### src/rtl/alu_bist_if.sv
// ALU stimulus/response bus between the BIST master and the ALU under test.
//   data_a_o / data_b_o : operands driven by the master
//   inst_o              : instruction driven by the master
//   data_i              : 16-bit ALU result returned by the responder
interface alu_bist_if;
  logic [7:0]  data_a_o;
  logic [7:0]  data_b_o;
  logic [2:0]  inst_o;
  logic [15:0] data_i;

  modport master (output data_a_o, output data_b_o, output inst_o, input data_i);
  modport slave  (input data_a_o, input data_b_o, input inst_o, output data_i);
endinterface

### src/rtl/alu_bist.sv
// On-chip BIST master for the 2-stage pipelined 8-bit ALU. Sweeps operand
// vectors for the selected instruction(s), models the expected result, delays
// it by the ALU latency and compares against the returned data.
// Ports:
//   clk_p_i, reset_n_i   : clock (rising edge), async active-low reset
//   start_i              : start pulse, honoured in IDLE/DONE only
//   test_sel_i           : 0..6 single instruction, 7 all instructions
//   alu                  : ALU bus (operands/instruction out, result in)
//   busy_o, done_o       : run in progress / run finished
//   pass_o, err_cnt_o    : verdict and saturating mismatch count
//   fail_inst/exp/got_o  : details of the first mismatch
module alu_bist #(
  parameter int N   = 32,
  parameter int LAT = 2
) (
  input  logic        clk_p_i,
  input  logic        reset_n_i,
  input  logic        start_i,
  input  logic [2:0]  test_sel_i,
  alu_bist_if.master  alu,
  output logic        busy_o,
  output logic        done_o,
  output logic        pass_o,
  output logic [15:0] err_cnt_o,
  output logic [2:0]  fail_inst_o,
  output logic [15:0] fail_exp_o,
  output logic [15:0] fail_got_o
);

  localparam int              CW    = $clog2(N);
  localparam int              FW    = $clog2(LAT + 1);
  localparam logic [CW-1:0]   LAST  = CW'(N - 1);
  localparam logic [7:0]      HALF  = 8'(N / 2);
  localparam logic [FW-1:0]   LATV  = FW'(LAT);
  localparam logic [FW-1:0]   DLAST = FW'(LAT - 1);

  typedef enum logic [1:0] {IDLE, RUN, DRAIN, DONE} state_t;

  state_t            state_q, state_d;
  logic              all_q, all_d;
  logic [2:0]        inst_q, inst_d;
  logic [CW-1:0]     a_q, a_d, b_q, b_d;
  logic [7:0]        data_a_q, data_a_d, data_b_q, data_b_d;
  logic [FW-1:0]     fill_q, fill_d, drain_q, drain_d;
  logic [15:0]       exp_pipe_q [LAT];
  logic [15:0]       exp_pipe_d [LAT];
  logic [LAT-1:0]    vld_pipe_q, vld_pipe_d;
  logic              busy_q, busy_d, done_q, done_d, pass_q, pass_d;
  logic [15:0]       err_q, err_d, fexp_q, fexp_d, fgot_q, fgot_d;
  logic [2:0]        finst_q, finst_d;

  // Working variables of the next-state logic.
  logic              last_inst, last_vec;
  logic [CW-1:0]     a_n, b_n;
  logic [2:0]        inst_n, sel_inst;

  function automatic logic is_one_op(input logic [2:0] op);
    return (op == 3'b011) || (op == 3'b101);
  endfunction

  // One-operand sweeps are centred on zero in two's complement.
  function automatic logic [7:0] vec_a(input logic [CW-1:0] idx, input logic [2:0] op);
    return is_one_op(op) ? (8'(idx) - HALF) : 8'(idx);
  endfunction

  function automatic logic [15:0] exp_f(input logic [7:0] a, input logic [7:0] b,
                                        input logic [2:0] op);
    logic [16:0] d;
    logic [7:0]  m;
    d = {{9{b[7]}}, b} - {{9{a[7]}}, a};
    m = a[7] ? (8'd0 - a) : a;
    case (op)
      3'b000:  return {8'h00, a} + {8'h00, b};
      3'b001:  return {8'h00, b} - {8'h00, a};
      3'b010:  return {8'h00, b} * {8'h00, a};
      3'b011:  return {8'h00, ~a};
      3'b100:  return {8'h00, a ^ b};
      3'b101:  return {8'h00, m};
      default: return d[16:1];
    endcase
  endfunction

  function automatic logic [15:0] sat_inc(input logic [15:0] v);
    return (v == 16'hFFFF) ? v : v + 16'd1;
  endfunction

  always_comb begin
    state_d  = state_q;
    all_d    = all_q;
    inst_d   = inst_q;
    a_d      = a_q;
    b_d      = b_q;
    data_a_d = data_a_q;
    data_b_d = data_b_q;
    fill_d   = fill_q;
    drain_d  = drain_q;
    busy_d   = busy_q;
    done_d   = done_q;
    pass_d   = pass_q;
    err_d    = err_q;
    finst_d  = finst_q;
    fexp_d   = fexp_q;
    fgot_d   = fgot_q;
    a_n      = a_q;
    b_n      = b_q;
    inst_n   = inst_q;
    sel_inst = (test_sel_i == 3'b111) ? 3'b000 : test_sel_i;

    // Stage boundary: issued vector -> expected-value delay line. The first
    // LAT vectors after start meet stale ALU contents and are masked.
    exp_pipe_d[0] = exp_f(data_a_q, data_b_q, inst_q);
    vld_pipe_d[0] = (state_q == RUN) && (fill_q == LATV);
    for (int i = 1; i < LAT; i++) begin
      exp_pipe_d[i] = exp_pipe_q[i-1];
      vld_pipe_d[i] = vld_pipe_q[i-1];
    end
    if ((state_q == RUN) && (fill_q != LATV)) fill_d = fill_q + 1'b1;

    // Stage boundary: delay-line exit, compared with the ALU result.
    if (vld_pipe_q[LAT-1] && (alu.data_i != exp_pipe_q[LAT-1])) begin
      err_d = sat_inc(err_q);
      if (err_q == 16'h0000) begin
        finst_d = inst_n;
        finst_d = alu_inst_at_exit();
        fexp_d  = exp_pipe_q[LAT-1];
        fgot_d  = alu.data_i;
      end
    end

    last_inst = is_one_op(inst_q) ? (a_q == LAST) : ((a_q == LAST) && (b_q == LAST));
    last_vec  = last_inst && (!all_q || (inst_q == 3'b110));

    case (state_q)
      IDLE, DONE: begin
        if (start_i) begin
          state_d  = RUN;
          all_d    = (test_sel_i == 3'b111);
          inst_d   = sel_inst;
          a_d      = '0;
          b_d      = '0;
          data_a_d = vec_a('0, sel_inst);
          data_b_d = 8'h00;
          fill_d   = '0;
          busy_d   = 1'b1;
          done_d   = 1'b0;
          pass_d   = 1'b0;
          err_d    = 16'h0000;
          finst_d  = 3'b000;
          fexp_d   = 16'h0000;
          fgot_d   = 16'h0000;
        end
      end
      RUN: begin
        if (last_vec) begin
          state_d = DRAIN;
          drain_d = '0;
        end else begin
          if (last_inst) begin
            inst_n = inst_q + 3'd1;
            a_n    = '0;
            b_n    = '0;
          end else if (is_one_op(inst_q) || (b_q == LAST)) begin
            a_n = a_q + 1'b1;
            b_n = '0;
          end else begin
            b_n = b_q + 1'b1;
          end
          inst_d   = inst_n;
          a_d      = a_n;
          b_d      = b_n;
          data_a_d = vec_a(a_n, inst_n);
          data_b_d = is_one_op(inst_n) ? 8'h00 : 8'(b_n);
        end
      end
      default: begin
        if (drain_q == DLAST) begin
          state_d = DONE;
          busy_d  = 1'b0;
          done_d  = 1'b1;
          pass_d  = (err_d == 16'h0000);
        end else begin
          drain_d = drain_q + 1'b1;
        end
      end
    endcase
  end

  // Instruction tag travelling with each expected value, so the first-failure
  // capture reports the instruction of the mismatching vector even across
  // instruction boundaries.
  logic [2:0] inst_pipe_q [LAT];
  logic [2:0] inst_pipe_d [LAT];

  function automatic logic [2:0] alu_inst_at_exit();
    return inst_pipe_q[LAT-1];
  endfunction

  always_comb begin
    inst_pipe_d[0] = inst_q;
    for (int i = 1; i < LAT; i++) inst_pipe_d[i] = inst_pipe_q[i-1];
  end

  always_ff @(posedge clk_p_i or negedge reset_n_i) begin
    if (!reset_n_i) begin
      state_q    <= IDLE;
      all_q      <= 1'b0;
      inst_q     <= 3'b000;
      a_q        <= '0;
      b_q        <= '0;
      data_a_q   <= 8'h00;
      data_b_q   <= 8'h00;
      fill_q     <= '0;
      drain_q    <= '0;
      vld_pipe_q <= '0;
      for (int i = 0; i < LAT; i++) begin
        exp_pipe_q[i]  <= 16'h0000;
        inst_pipe_q[i] <= 3'b000;
      end
      busy_q     <= 1'b0;
      done_q     <= 1'b0;
      pass_q     <= 1'b0;
      err_q      <= 16'h0000;
      finst_q    <= 3'b000;
      fexp_q     <= 16'h0000;
      fgot_q     <= 16'h0000;
    end else begin
      state_q    <= state_d;
      all_q      <= all_d;
      inst_q     <= inst_d;
      a_q        <= a_d;
      b_q        <= b_d;
      data_a_q   <= data_a_d;
      data_b_q   <= data_b_d;
      fill_q     <= fill_d;
      drain_q    <= drain_d;
      vld_pipe_q <= vld_pipe_d;
      for (int i = 0; i < LAT; i++) begin
        exp_pipe_q[i]  <= exp_pipe_d[i];
        inst_pipe_q[i] <= inst_pipe_d[i];
      end
      busy_q     <= busy_d;
      done_q     <= done_d;
      pass_q     <= pass_d;
      err_q      <= err_d;
      finst_q    <= finst_d;
      fexp_q     <= fexp_d;
      fgot_q     <= fgot_d;
    end
  end

  assign alu.data_a_o = data_a_q;
  assign alu.data_b_o = data_b_q;
  assign alu.inst_o   = inst_q;
  assign busy_o       = busy_q;
  assign done_o       = done_q;
  assign pass_o       = pass_q;
  assign err_cnt_o    = err_q;
  assign fail_inst_o  = finst_q;
  assign fail_exp_o   = fexp_q;
  assign fail_got_o   = fgot_q;

endmodule

### src/flat_wrapper.sv
// flat-port wrapper written by rule: the top's interface ports become plain ports
module alu_bist_flat 
#(
  parameter int N   = 32,
  parameter int LAT = 2
)
  (clk_p_i, reset_n_i, start_i, test_sel_i, busy_o, done_o, pass_o, err_cnt_o, fail_inst_o, fail_exp_o, fail_got_o, alu_data_a_o, alu_data_b_o, alu_inst_o, alu_data_i);
  alu_bist_if alu_i ();
  input  logic clk_p_i;
  input  logic reset_n_i;
  input  logic start_i;
  input  logic [2:0] test_sel_i;
  output logic busy_o;
  output logic done_o;
  output logic pass_o;
  output logic [15:0] err_cnt_o;
  output logic [2:0] fail_inst_o;
  output logic [15:0] fail_exp_o;
  output logic [15:0] fail_got_o;
  output wire logic [$bits(alu_i.data_a_o)-1:0] alu_data_a_o;
  output wire logic [$bits(alu_i.data_b_o)-1:0] alu_data_b_o;
  output wire logic [$bits(alu_i.inst_o)-1:0] alu_inst_o;
  input wire logic [$bits(alu_i.data_i)-1:0] alu_data_i;
  assign alu_data_a_o = alu_i.data_a_o;
  assign alu_data_b_o = alu_i.data_b_o;
  assign alu_inst_o = alu_i.inst_o;
  assign alu_i.data_i = alu_data_i;
  alu_bist #(.N(N), .LAT(LAT)) u_core (.clk_p_i(clk_p_i), .reset_n_i(reset_n_i), .start_i(start_i), .test_sel_i(test_sel_i), .alu(alu_i), .busy_o(busy_o), .done_o(done_o), .pass_o(pass_o), .err_cnt_o(err_cnt_o), .fail_inst_o(fail_inst_o), .fail_exp_o(fail_exp_o), .fail_got_o(fail_got_o));
endmodule
### config.mk
export PLATFORM = sky130hd
export DESIGN_NAME = alu_bist_flat
export DESIGN_NICKNAME = d
export VERILOG_FILES = /design/src/rtl/alu_bist_if.sv /design/src/rtl/alu_bist.sv /design/src/flat_wrapper.sv
export SDC_FILE = /design/constraint.sdc
export NUM_CORES = 1
export LEC_CHECK = 0
export CAP_MARGIN = 20
export CORE_AREA = 2 2 126 128
export CTS_CLUSTER_DIAMETER = 50
export CTS_CLUSTER_SIZE = 28
export DETAILED_ROUTE_END_ITERATION = 7
export DIE_AREA = 0 0 128 130
export GPL_TIMING_DRIVEN = 0
export PLACE_DENSITY = 0.81
export SLEW_MARGIN = 20
export SYNTH_ARGS = -nofsm -noshare
export SYNTH_HDL_FRONTEND = slang
export SYNTH_SLANG_ARGS = --single-unit
### constraint.sdc
create_clock -name clk_p_i -period 5.4 [get_ports clk_p_i]
set_clock_uncertainty 0.2 [all_clocks]
set_input_delay 1.08 -clock clk_p_i [delete_from_list [all_inputs] [get_ports clk_p_i]]
set_output_delay 1.08 -clock clk_p_i [all_outputs]
set_load 0.005 [all_outputs]
# [Word level (Yosys, flattened, before mapping)]
# Cells that the tools add are included.
# W data, S select, Z words.
[word_totals] regBits=130 in_bits=22 out_inout_bits=73 wordCells=149
[op_classes] add_sub_neg=11 multipliers=1 eq_ne=24 mux=64 bitwise=4 n_reduce_logical=24
[ops] cell="$mux W16" count=12
[ops] cell="$pmux W16 S6" count=1
[ops] cell="$mux W8" count=7
[ops] cell="$mux W5" count=10
[ops] cell="$logic_not A16 Y1" count=2
[ops] cell="$pmux W8 S2" count=2
[ops] cell="$mux W3" count=10
[ops] cell="$pmux W5 S2" count=2
[ops] cell="$eq A3 B3 Y1 const B" count=6
[ops] cell="$sub A8 B8 Y9" count=2
[ops] cell="$add A16 B1 Y16 const B" count=1
[ops] cell="$eq A16 B16 Y1 const B" count=1
[ops] cell="$mul A8 B8 Y16" count=1
[ops] cell="$mux W2" count=8
[ops] cell="$ne A16 B16 Y1" count=1
[ops] cell="$eq A3 B2 Y1 const B" count=4
[ops] cell="$reduce_and A3 Y1" count=4
[ops] cell="$add A5 B1 Y5 const B" count=2
[ops] cell="$eq A5 B5 Y1 const B" count=2
[ops] cell="$add A8 B8 Y9" count=1
[ops] cell="$not A8 Y8" count=1
[ops] cell="$pmux W2 S2" count=2
[ops] cell="$sub A1 B8 Y8 const A" count=1
[ops] cell="$xor A8 B8 Y8" count=1
[ops] cell="other kinds (21)" count=44

# [Logic depth before layout (Yosys ltp)]
[depth] word_depth=11 ltp_mapped=18 depth_no_buf=17

# [Worst setup path after synthesis]
# Ideal clock, no wire load.
[synth_path] path_type="reg-to-reg" from="register u_core.data_b_q[1], in the netlist u_core.alu.data_b_o[1]" to="register u_core.exp_pipe_q (netlist bit u_core.exp_pipe_d[11])" setup_time_ns=0.120 arrival_time_ns=4.251 t_required_ns=5.080 path_slack_ns=0.829 path_stages_with_launch=18 n_path_buf=1 period_less_slack_ns=4.571 path_cell_list="dfrtp_1 -> clkbuf_1 -> and2_1 -> ha_1 -> fa_1 -> ha_1 -> inv_1 -> fa_1 -> inv_1 -> fa_1 -> a21o_1 -> a21oi_1 -> o21bai_1 -> a21oi_1 -> nor2_1 -> o21a_1 -> or3_1 -> a31o_2"
[synth_rtl] element="start, declared" line_no="alu_bist.sv:43" text="logic [7:0] data_a_q, data_a_d, data_b_q, data_b_d;"
[synth_rtl] element="start signal, assigned" line_no="alu_bist.sv:233" text="data_b_q <= data_b_d;"
[synth_rtl] element="end signal, assigned by index" line_no="alu_bist.sv:238" text="exp_pipe_q[i] <= exp_pipe_d[i];"
[synth_rtl] element="end, declared" line_no="alu_bist.sv:45" text="logic [15:0] exp_pipe_q [LAT];"

==> flow_results.org <==
** Outcome
- Outcome :: finished clean

** Setup path
- Worst Setup Path Type :: flip-flop to flip-flop
- CP Data Required Time :: 5.49 ns
- Startpoint of the lowest-slack register-to-register path :: u_core.alu.data_b_o[1]
- STA classifies the critical path endpoint as a flip-flop.
- Critical path launch point type :: flip-flop
- Of all nets on the critical path, the largest fanout is 9.
- CP startpoint :: u_core.alu.data_b_o[1]
- Worst EP arrival :: 5.22 ns
- The worst register-to-register path has a depth of 17.

** Synthesis
- Cell count after synthesis :: 776
- Counting flops with a built-in enable in the synthesized netlist gives 0.
- Register bit total from synthesis :: 121
- Cell Area, Synth :: 7550 sq um
- The number of different library cells used by synthesis comes to 61.
- The most used flip-flop cell after synthesis is dfrtp_1.
- Share of async-settable or async-resettable flops after synthesis :: 100%
- Post-synthesis sequential area ratio :: 40.1%
- Yosys printed 0 warnings.
- A synthesized cell averages 9.73 sq um.

** Timing
- Dividing the final minimum period by the clock period gives 95.1%.
- Final Hold Vio Count :: 0
- Setup repair after global routing missed its margin :: false
- Timing would allow up to 195 MHz.
- Count of final setup violators :: 0
- Slew Viols, Final :: 0
- At the pin with the least slew margin, the transition time is 0.773 ns.
- Final Critical Period :: 5.14 ns
- Worst max-slew margin expressed relative to the limit :: 48.4%

** Routing
- Wire length on met3 :: 922 um
- Routed via count divided by cell count :: 5.50
- Highest signal layer in the routed design :: met4
- Wire segments on met2 add up to 8.46 mm in the final route.
- In the final routing, the length of wire on met1 measures 8.01 mm.
- Remaining number of nets flagged by the antenna check after routing :: 0
- In the routed design, unresolved DRC markers number 0.
- Number of design-rule violations left by the first detailed-router iteration :: 417
- Detailed routing inserted a total of 6017 vias.
- Final Routed Wirelength :: 17.7 mm
- Wire per inst :: 16.2 um
- Number of detailed-routing iterations run before antenna repair :: 6

** Floorplan
- After floorplanning, the core was divided into 46 placement rows.
- Top-level I/O count :: 95
- Measured along the y axis, the die boundary spans 130 um.
- Std-Cell Core Area :: 15400 sq um
- Once the floorplan was initialized, standard cells occupied 49.0% of the core.
- The die covers 16600 sq um.
- The die is 128 um wide.

** GRT
- Global routing finished with a remaining overflow of 0.
- The first global-routing pass estimated 28.7 mm of wire.
- Across every metal layer, demand over resource in global routing totals 21.7%.
- Maximum number of pins on one net before global-route repair :: 64
- The number of global-route vias before repair was 5771.
- Number of antenna violations at the first check in global routing :: 0

** Clock tree
- Number of buffers added by the clock tree synthesis step :: 17
- TritonCTS clock tree :: yes
- Cells resized by post-CTS repair :: 0
- CTS built an H-tree with a depth of 4.
- Max clock buf depth :: 2
- Hold repair after CTS inserted 0 buffers.
- In this run the post-CTS setup repair buffer count came out at 0.
- After clock tree synthesis, the clock-pin slew on the worst setup and hold paths is 0.06 ns.
- Root Driver :: clkbuf_16
- Clock latency at the later pin of the worst-skew pair :: 0.40 ns
- Clock Sinks :: 121

** Pwr
- In this run the power density over the cells is 493 nW/um^2.
- The design draws 4.59 mW.
- IR analysis of the VDD net gives a maximum drop of 286 uV.
- Leakage :: 4.47 nW

** Placement
- Placer Congestion :: 0.898
- In this run, placement finished with an instance count of 1062.
- Buffers placed on the I/O ports in this run total 91.
- Total half-perimeter wirelength after legalization and detailed placement :: 13.0 mm

** Final layout
- After filler insertion, the fill cell instance count of the layout stands at 1232.
- Compared with the post-synthesis result, the final layout area differs by 23.3%.
- Fin cells :: 1094
- Ratio of cells with drive above 1 in the final layout :: 6.54%
- Area of the multi-input gates :: 4090 sq um
- FF/Latch Area :: 3030 sq um
- Post-layout net count :: 993
- The number of antenna diodes in the final layout is 0.

** Min path
- In this run the most critical hold path is launched from u_core.exp_pipe_d[9].
- The worst hold path passes through 0 cells.
- The tightest min-delay check is of the flip-flop to flip-flop type.

** Flow run
- Number of max-cap violations :: 0
==> cells by family (layout without fill, tap and decap cells) <==
group           Yosys count  after routing  share of synthesized area (%)
fa+ha+maj                82             82                           15.2
other cells               1              3                         0.0496
simple gates            237            237                           15.3
xor+xnor                 52             52                           6.03
buf+inv                 104            228                           5.91
mux                      43             43                           5.70
flops                   121            121                           40.1
compound gates          136            136                           11.7
==> worst max-delay path: stages, from the launching register on <==
cell	delay (ns)
dfrtp_1	0.54
clkbuf_1	0.46
and2_1	0.21
ha_1	0.18
fa_1	0.40
ha_1	0.29
inv_1	0.05
fa_1	0.54
inv_1	0.07
fa_1	0.45
a21o_1	0.17
a21oi_1	0.25
o21bai_1	0.10
a21oi_1	0.29
nor2_1	0.07
o21a_1	0.18
or3_1	0.31
a31o_2	0.26
==> cell usage after synthesis, types with 15 or more instances <==
| master | n | area share, % |
|---|---|---|
| o21ai_0 | 31 | 2.1 |
| xnor2_1 | 23 | 2.7 |
| ha_1 | 66 | 11 |
| a21oi_1 | 33 | 2.2 |
| and2_1 | 20 | 1.7 |
| dfrtp_1 | 121 | 40 |
| mux2i_1 | 43 | 5.7 |
| xor2_1 | 29 | 3.4 |
| nand2_1 | 46 | 2.3 |
| clkbuf_1 | 26 | 1.3 |
| nor2_1 | 93 | 4.6 |
| inv_1 | 62 | 3.1 |
| nor3_1 | 15 | 0.99 |
| fa_1 | 16 | 4.2 |
==> registers in the layout (all words and copies together), names as in the netlist, 3 cells and up <==
signal,flops
u_core.inst_pipe_d,3
u_core.fail_got_o,16
u_core.exp_pipe_d,16
u_core.err_cnt_o,16
u_core.exp_pipe_q,16
u_core.alu.inst_o,3
u_core.fail_inst_o,3
u_core.inst_pipe_q,3
u_core.b_q,5
u_core.alu.data_a_o,6
u_core.fail_exp_o,16
u_core.alu.data_b_o,5
==> cells in the final DEF (no fill, tap or decap), drive strengths merged, types with 7 or more instances in the layout <==
master	n
a21o	7
a21oi	33
a31oi	8
and2	20
and3	11
buf	17
clkbuf	44
clkdlybuf4s50	90
clkinv	7
dfrtp	121
fa	16
ha	66
inv	65
mux2i	43
nand2	47
nand3	9
nand4	11
nor2	93
nor3	16
nor4	9
o21ai	35
xnor2	23
xor2	29
==> worst paths after layout <==
check | end | slack (ns)
max | u_core.exp_pipe_d[11] | 0.26
min | u_core.exp_pipe_q[9] | 0.14
max reg2reg | u_core.exp_pipe_d[11] | 0.26
min reg2reg | u_core.exp_pipe_q[9] | 0.14
max in group asynchronous | u_core.alu.data_a_o[2] | 3.87
min in group asynchronous | u_core.fail_got_o[3] | 0.42
==> layer usage <==
layer	track usage (%)	vias up
met1	28.8	2878
met2	36.5	227
met5	0	-
met4	6.92	0
li1	-	2890
met3	4.02	22
==> where the power goes <==
group	leakage, nW	internal [mW]	total (mW)	switching [mW]
sequential	1.61	1.20	1.44	0.242
clock	0.277	0.680	1.09	0.413
combinational	2.58	0.915	2.05	1.14
==> layout make-up <==
type / count / share of cell area [%]
Clock buffer: 18 / 4.61
Timing Repair Buffer: 92 / 10.1
Tap cell: 192 / 2.58
Inverter: 63 / 2.54
Multi-Input combinational cell: 553 / 43.9
Sequential cell: 121 / 32.5
Clock inverter: 14 / 1.57
Buffer: 41 / 2.26
==> through the flow <==
step	cell area [sq um]	utilization (%)	setup TNS [ns]	hold slack [ns]	setup WS, ns
floorplan	7560	-	0	0.131	0.829
global placement	8710	56.5	-169.81	0.132	-1.42
detailed placement	8740	56.7	0	0.135	0.285
CTS	9320	60.4	0	0.143	0.252
global route	9320	60.4	0	0.144	0.0581
finish	9320	60.4	0	0.141	0.264
No activity file was read; power rests on OpenSTA's default activity.
